## config.mk

```make
export PLATFORM = sky130hd
export DESIGN_NAME = seq_detect_fsm
export DESIGN_NICKNAME = d
export VERILOG_FILES = /design/src/rtl/seq_detect_pkg.sv /design/src/rtl/btn_debounce.sv /design/src/rtl/seq_detect_fsm.sv
export SDC_FILE = /design/constraint.sdc
export NUM_CORES = 1
export LEC_CHECK = 0
export CORE_MARGIN = 2
export CORE_UTILIZATION = 30
export DETAILED_ROUTE_END_ITERATION = 10
export DONT_BUFFER_PORTS = 1
export GPL_TIMING_DRIVEN = 0
export HOLD_SLACK_MARGIN = 0.08
export PLACE_DENSITY = 0.47
export SYNTH_ARGS = -nofsm -noshare
export SYNTH_HDL_FRONTEND = slang
export SYNTH_SLANG_ARGS = --single-unit
```

## constraint.sdc

```tcl
create_clock -name sys_clk_in -period 2.6 [get_ports sys_clk_in]
set_input_delay 0 -clock sys_clk_in [delete_from_list [all_inputs] [get_ports sys_clk_in]]
set_output_delay 0 -clock sys_clk_in [all_outputs]
set_load 0.02 [all_outputs]
```

## src/rtl/seq_detect_pkg.sv

```systemverilog
// Shared types and helpers for the button-sequence detector.
// Holds the FSM state encoding and sequence-element extraction.
package seq_detect_pkg;

    localparam int MAX_IDXW  = 8;
    localparam int MAX_SEQ_W = 256;

    typedef enum logic [1:0] {
        IDLE,
        TRACK,
        MATCHED
    } state_t;

    // Element i of a packed sequence whose elements are idxw bits wide.
    function automatic logic [MAX_IDXW-1:0] seq_elem(
        input logic [MAX_SEQ_W-1:0] seq,
        input int                   i,
        input int                   idxw
    );
        logic [MAX_IDXW-1:0] mask;
        mask = MAX_IDXW'((1 << idxw) - 1);
        return MAX_IDXW'(seq >> (i * idxw)) & mask;
    endfunction

endpackage

```

## src/rtl/btn_debounce.sv

```systemverilog
// One button channel: two-flop synchroniser, counter debounce and a
// registered one-cycle pulse on each accepted press.
module btn_debounce #(
    parameter int DEB_CYCLES = 1_000_000
) (
    input  logic sys_clk_in,
    input  logic sys_rst_n,
    input  logic raw,
    output logic level,
    output logic press
);

    localparam int CW = $clog2(DEB_CYCLES) + 1;

    logic          sync_p0;
    logic          sync_p1;
    logic          level_d;
    logic [CW-1:0] cnt;

    always_ff @(posedge sys_clk_in or negedge sys_rst_n) begin
        if (!sys_rst_n) begin
            sync_p0 <= 1'b0;
            sync_p1 <= 1'b0;
            level   <= 1'b0;
            level_d <= 1'b0;
            cnt     <= '0;
            press   <= 1'b0;
        end else begin
            sync_p0 <= raw;
            sync_p1 <= sync_p0;
            // A change is accepted only after DEB_CYCLES consecutive disagreeing samples.
            if (sync_p1 == level) begin
                cnt <= '0;
            end else if (cnt >= CW'(DEB_CYCLES - 1)) begin
                level <= sync_p1;
                cnt   <= '0;
            end else begin
                cnt <= cnt + CW'(1);
            end
            level_d <= level;
            press   <= level & ~level_d;
        end
    end

endmodule

```

## src/rtl/seq_detect_fsm.sv

```systemverilog
// Ordered button-sequence detector: per-channel debounce feeding an
// IDLE/TRACK/MATCHED FSM with idle timeout and a stretched match output.
module seq_detect_fsm
    import seq_detect_pkg::*;
#(
    parameter int                      N_IN        = 2,
    parameter int                      SEQ_LEN     = 4,
    parameter int                      IDXW        = (N_IN > 2) ? $clog2(N_IN) : 1,
    parameter logic [SEQ_LEN*IDXW-1:0] SEQ         = 4'b1001,
    parameter int                      DEB_CYCLES  = 1_000_000,
    parameter int                      HOLD_CYCLES = 50_000_000,
    parameter int                      TIMEOUT     = 200_000_000
) (
    input  logic                             sys_clk_in,
    input  logic                             sys_rst_n,
    input  logic [N_IN-1:0]                  btn_in,
    output logic                             z,
    output logic                             busy,
    output logic [$clog2(SEQ_LEN+1)-1:0]     progress,
    output logic                             err
);

    localparam int KW = $clog2(SEQ_LEN + 1);
    localparam int HW = $clog2(HOLD_CYCLES) + 1;
    localparam int IW = $clog2(TIMEOUT) + 1;
    localparam logic [MAX_SEQ_W-1:0] SEQ_EXT = MAX_SEQ_W'(SEQ);

    logic [N_IN-1:0] level;
    logic [N_IN-1:0] press;
    logic [IDXW-1:0] seq_arr [SEQ_LEN];

    for (genvar g = 0; g < N_IN; g++) begin : g_btn
        btn_debounce #(
            .DEB_CYCLES(DEB_CYCLES)
        ) u_deb (
            .sys_clk_in(sys_clk_in),
            .sys_rst_n (sys_rst_n),
            .raw       (btn_in[g]),
            .level     (level[g]),
            .press     (press[g])
        );
    end

    for (genvar g = 0; g < SEQ_LEN; g++) begin : g_seq
        assign seq_arr[g] = IDXW'(seq_elem(SEQ_EXT, g, IDXW));
    end

    // A press pulse can only ever coincide with a high debounced level.
    always_ff @(posedge sys_clk_in) begin
        if (sys_rst_n) begin
            assert ((press & ~level) == '0);
        end
    end

    state_t        state, state_n;
    logic [KW-1:0] k, k_n;
    logic [HW-1:0] hold_cnt, hold_n;
    logic [IW-1:0] idle_cnt, idle_n;
    logic          err_q, err_n;

    logic          any_ev;
    logic          single_ev;
    logic [IDXW-1:0] ch;
    logic [IDXW-1:0] exp_elem;

    always_comb begin
        any_ev    = |press;
        single_ev = $onehot(press);
        ch        = '0;
        for (int i = 0; i < N_IN; i++) begin
            if (press[i]) ch = IDXW'(i);
        end
        exp_elem = seq_arr[0];
        for (int i = 0; i < SEQ_LEN; i++) begin
            if (k == KW'(i)) exp_elem = seq_arr[i];
        end
    end

    always_ff @(posedge sys_clk_in or negedge sys_rst_n) begin
        if (!sys_rst_n) begin
            state    <= IDLE;
            k        <= '0;
            hold_cnt <= '0;
            idle_cnt <= '0;
            err_q    <= 1'b0;
        end else begin
            state    <= state_n;
            k        <= k_n;
            hold_cnt <= hold_n;
            idle_cnt <= idle_n;
            err_q    <= err_n;
        end
    end

    always_comb begin
        state_n = state;
        k_n     = k;
        hold_n  = hold_cnt;
        idle_n  = idle_cnt;
        err_n   = 1'b0;
        case (state)
            IDLE: begin
                k_n    = '0;
                hold_n = '0;
                idle_n = '0;
                if (single_ev && ch == seq_arr[0]) begin
                    if (SEQ_LEN == 1) begin
                        state_n = MATCHED;
                        k_n     = KW'(SEQ_LEN);
                    end else begin
                        state_n = TRACK;
                        k_n     = KW'(1);
                    end
                end else if (any_ev) begin
                    err_n = 1'b1;
                end
            end
            TRACK: begin
                if (single_ev && ch == exp_elem) begin
                    idle_n = '0;
                    if (k == KW'(SEQ_LEN - 1)) begin
                        state_n = MATCHED;
                        k_n     = KW'(SEQ_LEN);
                        hold_n  = '0;
                    end else begin
                        k_n = k + KW'(1);
                    end
                end else if (single_ev && ch == seq_arr[0]) begin
                    // A wrong press that is also the first element restarts the sequence.
                    err_n  = 1'b1;
                    k_n    = KW'(1);
                    idle_n = '0;
                end else if (any_ev) begin
                    err_n   = 1'b1;
                    k_n     = '0;
                    state_n = IDLE;
                end else if (idle_cnt >= IW'(TIMEOUT - 1)) begin
                    err_n   = 1'b1;
                    k_n     = '0;
                    idle_n  = '0;
                    state_n = IDLE;
                end else begin
                    idle_n = idle_cnt + IW'(1);
                end
            end
            MATCHED: begin
                if (hold_cnt >= HW'(HOLD_CYCLES - 1)) begin
                    state_n = IDLE;
                    k_n     = '0;
                    hold_n  = '0;
                end else begin
                    hold_n = hold_cnt + HW'(1);
                end
            end
            default: begin
                state_n = IDLE;
                k_n     = '0;
            end
        endcase
    end

    assign z        = (state == MATCHED);
    assign busy     = (state == MATCHED);
    assign progress = k;
    assign err      = err_q;

endmodule

```

==> run metrics <==
ys async rst share 100%; CTS Root Buffer Type clkbuf_16; floorplan die width 144 um; leak pwr 0.00295 uW; number of standard cells after synthesis 608; number of hold violations in the final report 114; transition at the pin with the smallest max-transition slack 0.795 ns; count of unique library cells instantiated by Yosys 59; largest net degree at the start of global routing 115; data arrival time at the worst-slack endpoint 2.78 ns; initial antenna violation count 0; NumNets Final 650; number of I/O port buffers 0; status complete, but fails checks; cell types occupying the most area after synthesis dfrtp_1, nor2_1, xor2_1; startpoint of the worst register-to-register path progress[0]$_DFFE_PN0P_; Core Box Area 19,400 um2; number of inserted diodes 0; R2R cell count 6; maximum clock frequency 0.403 GHz; count of boundary I/O pins 10; number of global-route vias before repair 4,439; number of synthesized flops with an enable pin 0; worst supply voltage drop on vdd 473 uV; final max-slew violation count 0; required time of the critical path 2.90 ns; total clock sinks 114; GPL Wtd Cong 0.779; hpwl dp 8150 um; count of hold-fix buffers inserted at cts 2; site row count 51; overall power after layout 4750 uW; Congestion Overflow GR 0; CTS H-tree depth 4; Hold WS -0.728 ns; worst clock skew 0.0107 ns; height of the die 144 um; Die Footprint 20,800 um2; crit path capture type flop; end of the worst register-to-register path progress[0]$_DFFE_PN0P_; Syn. warnings 0; maximum buffer depth of the clock tree 2; total of max-cap violations 0; global-route wire length before repair 21,200 um; biggest area consumer among synthesized cells dfrtp_1; RSZ-0062 raised after global routing false; final cycle utilization of the critical path 95.5%; initial core utilization 30.4%; count of final setup violators 0; normalized max-slew margin 46.5%; overall routing resource usage 13.0%; power per cell area 683 nW/um2; area grow syn2layout 18.0%; CTS tree yes; first-pass iteration count of the detailed router 5; critical path endpoint progress[0]$_DFFE_PN0P_; critical setup path kind reg2reg; synthesized flop and latch total 114; FF-to-FF setup slack 0.12 ns; most common cell after layout, fill and taps aside dfrtp_1; share of layout cells above drive strength 1 11.6%; most frequent cells in the layout dfrtp_1, nor2_1, nand2_1, xor2_1, nand3_1; WL/cell 13.3 um; proportion of netlist area held by the largest area contributor 48.4%; clock latency on the worst-skew pair 0.42 ns; class of the worst hold path in2async; routed wire length 12,100 um; post-synthesis sequential area ratio 48.4%; number of buffers added by the clock tree synthesis step 17; DRC violations left 0; clock input transition at the sequential cells of the worst setup and hold paths 0.05 ns; violations in the final reports hold timing; critical path startpoint progress[0]$_DFFE_PN0P_; 1st-iter DRT viols 246; average instance area after synthesis 9.70 um2; dominant register cell in the synthesized netlist dfrtp_1; setup slack at placement -0.258 ns; detailed-route vias per instance 4.81; number of filler instances in the final layout 2,010; vias after detailed routing 4,392; combined area of all synthesized cells 5900 um2; highest net fanout along the worst path 7; final critical-path required period 2.48 ns; element type at the critical path start flop; number of nets still failing antenna checks after routing 0; PnR worst setup slack 0.118 ns
==> critical path, cell delays in order (launching register included) <==
cell	delay [ns]
dfrtp_2	0.49
ha_4	0.20
ha_4	0.19
o311a_4	0.41
or2_4	0.30
o41ai_4	0.40
mux2_1	0.37
==> worst min-delay path by stage <==
stage | slack, ns | to | start
3_5_place_dp | -0.29 | idle_cnt[3]$_DFFE_PN0P_ | sys_rst_n
3_3_place_gp | -0.29 | idle_cnt[3]$_DFFE_PN0P_ | sys_rst_n
6_report | -0.73 | idle_cnt[3]$_DFFE_PN0P_ | sys_rst_n
5_1_grt | -0.75 | idle_cnt[3]$_DFFE_PN0P_ | sys_rst_n
4_1_cts | -0.74 | idle_cnt[3]$_DFFE_PN0P_ | sys_rst_n
2_1_floorplan | -0.30 | err$_DFF_PN0_ | sys_rst_n
==> Yosys cell counts (all sizes together) (2+ instances only) <==
| cell | number |
|---|---|
| nor4b | 2 |
| nor2b | 6 |
| o31ai | 2 |
| or2 | 2 |
| buf | 10 |
| clkbuf | 7 |
| a31oi | 7 |
| mux2 | 4 |
| nor4 | 14 |
| a22o | 6 |
| xnor2 | 26 |
| a2111oi | 2 |
| and2 | 3 |
| xor2 | 43 |
| inv | 17 |
| nand2b | 3 |
| ha | 11 |
| a21o | 15 |
| nand2 | 55 |
| nand3 | 37 |
| or4 | 3 |
| and4 | 5 |
| a21oi | 8 |
| nor2 | 109 |
| nand4 | 30 |
| nor3 | 21 |
| o21ai | 14 |
| a221o | 2 |
| and3 | 11 |
| dfrtp | 114 |
==> kinds of logic (layout without fill, tap and decap cells) <==
family | after synthesis | count (layout) | share of synthesized area [%]
compound gates | 66 | 66 | 9.25
xor+xnor | 69 | 69 | 10.3
fa+ha+maj | 11 | 11 | 2.33
buf+inv | 34 | 73 | 2.67
flops | 114 | 114 | 48.4
mux | 5 | 5 | 0.934
other cells | 1 | 2 | 0.0636
simple gates | 308 | 308 | 26.1
==> report_power, final <==
group	total [uW]	switching, uW	internal, uW
Combinational	558	351	208
Sequential	1900	70.6	1830
Clock	2300	820	1470
==> state kept, by name, summed over array words and instances (netlist names) <==
| signal | count |
|---|---|
| g_btn.u_deb.cnt | 42 |
| idle_cnt | 29 |
| hold_cnt | 27 |
| progress | 3 |
| g_btn.u_deb.level | 2 |
| g_btn.u_deb.level_d | 2 |
| g_btn.u_deb.press | 2 |
| g_btn.u_deb.sync_p0 | 2 |
| g_btn.u_deb.sync_p1 | 2 |
| state | 2 |
| err | 1 |
==> per-layer routing <==
layer  GRT usage [%]  up-vias  routed length (um)
met5               0        -                   0
met4            4.04        0                 157
met3            3.77       11                 301
met2            20.4       45                5490
met1            17.3     2151                6160
li1                -     2185                   -
==> what timing repair did <==
action,4_1_cts,5_1_grt
setup endpoints to repair,40,35
resized for setup,10,10
endpoints found under the hold margin,116,114
buffers inserted,1,4
pin swaps,1,3
==> metrics by stage <==
step / utilization (%) / instance area (um2) / TNS, ns / instances
after floorplan: - / 5900 / 0 / 609
after global placement: 32.1 / 6230 / -5.37 / 874
after detailed placement: 32.1 / 6230 / -7.20 / 874
after CTS: 35.5 / 6890 / 0 / 909
after global routing: 35.9 / 6960 / 0 / 913
final: 35.9 / 6960 / 0 / 913
==> cell type report <==
cell class	count	area [um2]	area share (%)
Timing Repair Buffer	7	57.6	0.827
Clock buffer	22	474	6.82
Sequential cell	114	2860	41.1
Inverter	17	63.8	0.917
Tap cell	265	332	4.77
Buffer	17	105	1.51
Multi-Input combinational cell	461	2960	42.5
Clock inverter	10	108	1.55
Note: power is estimated with default switching activity, not from simulation.
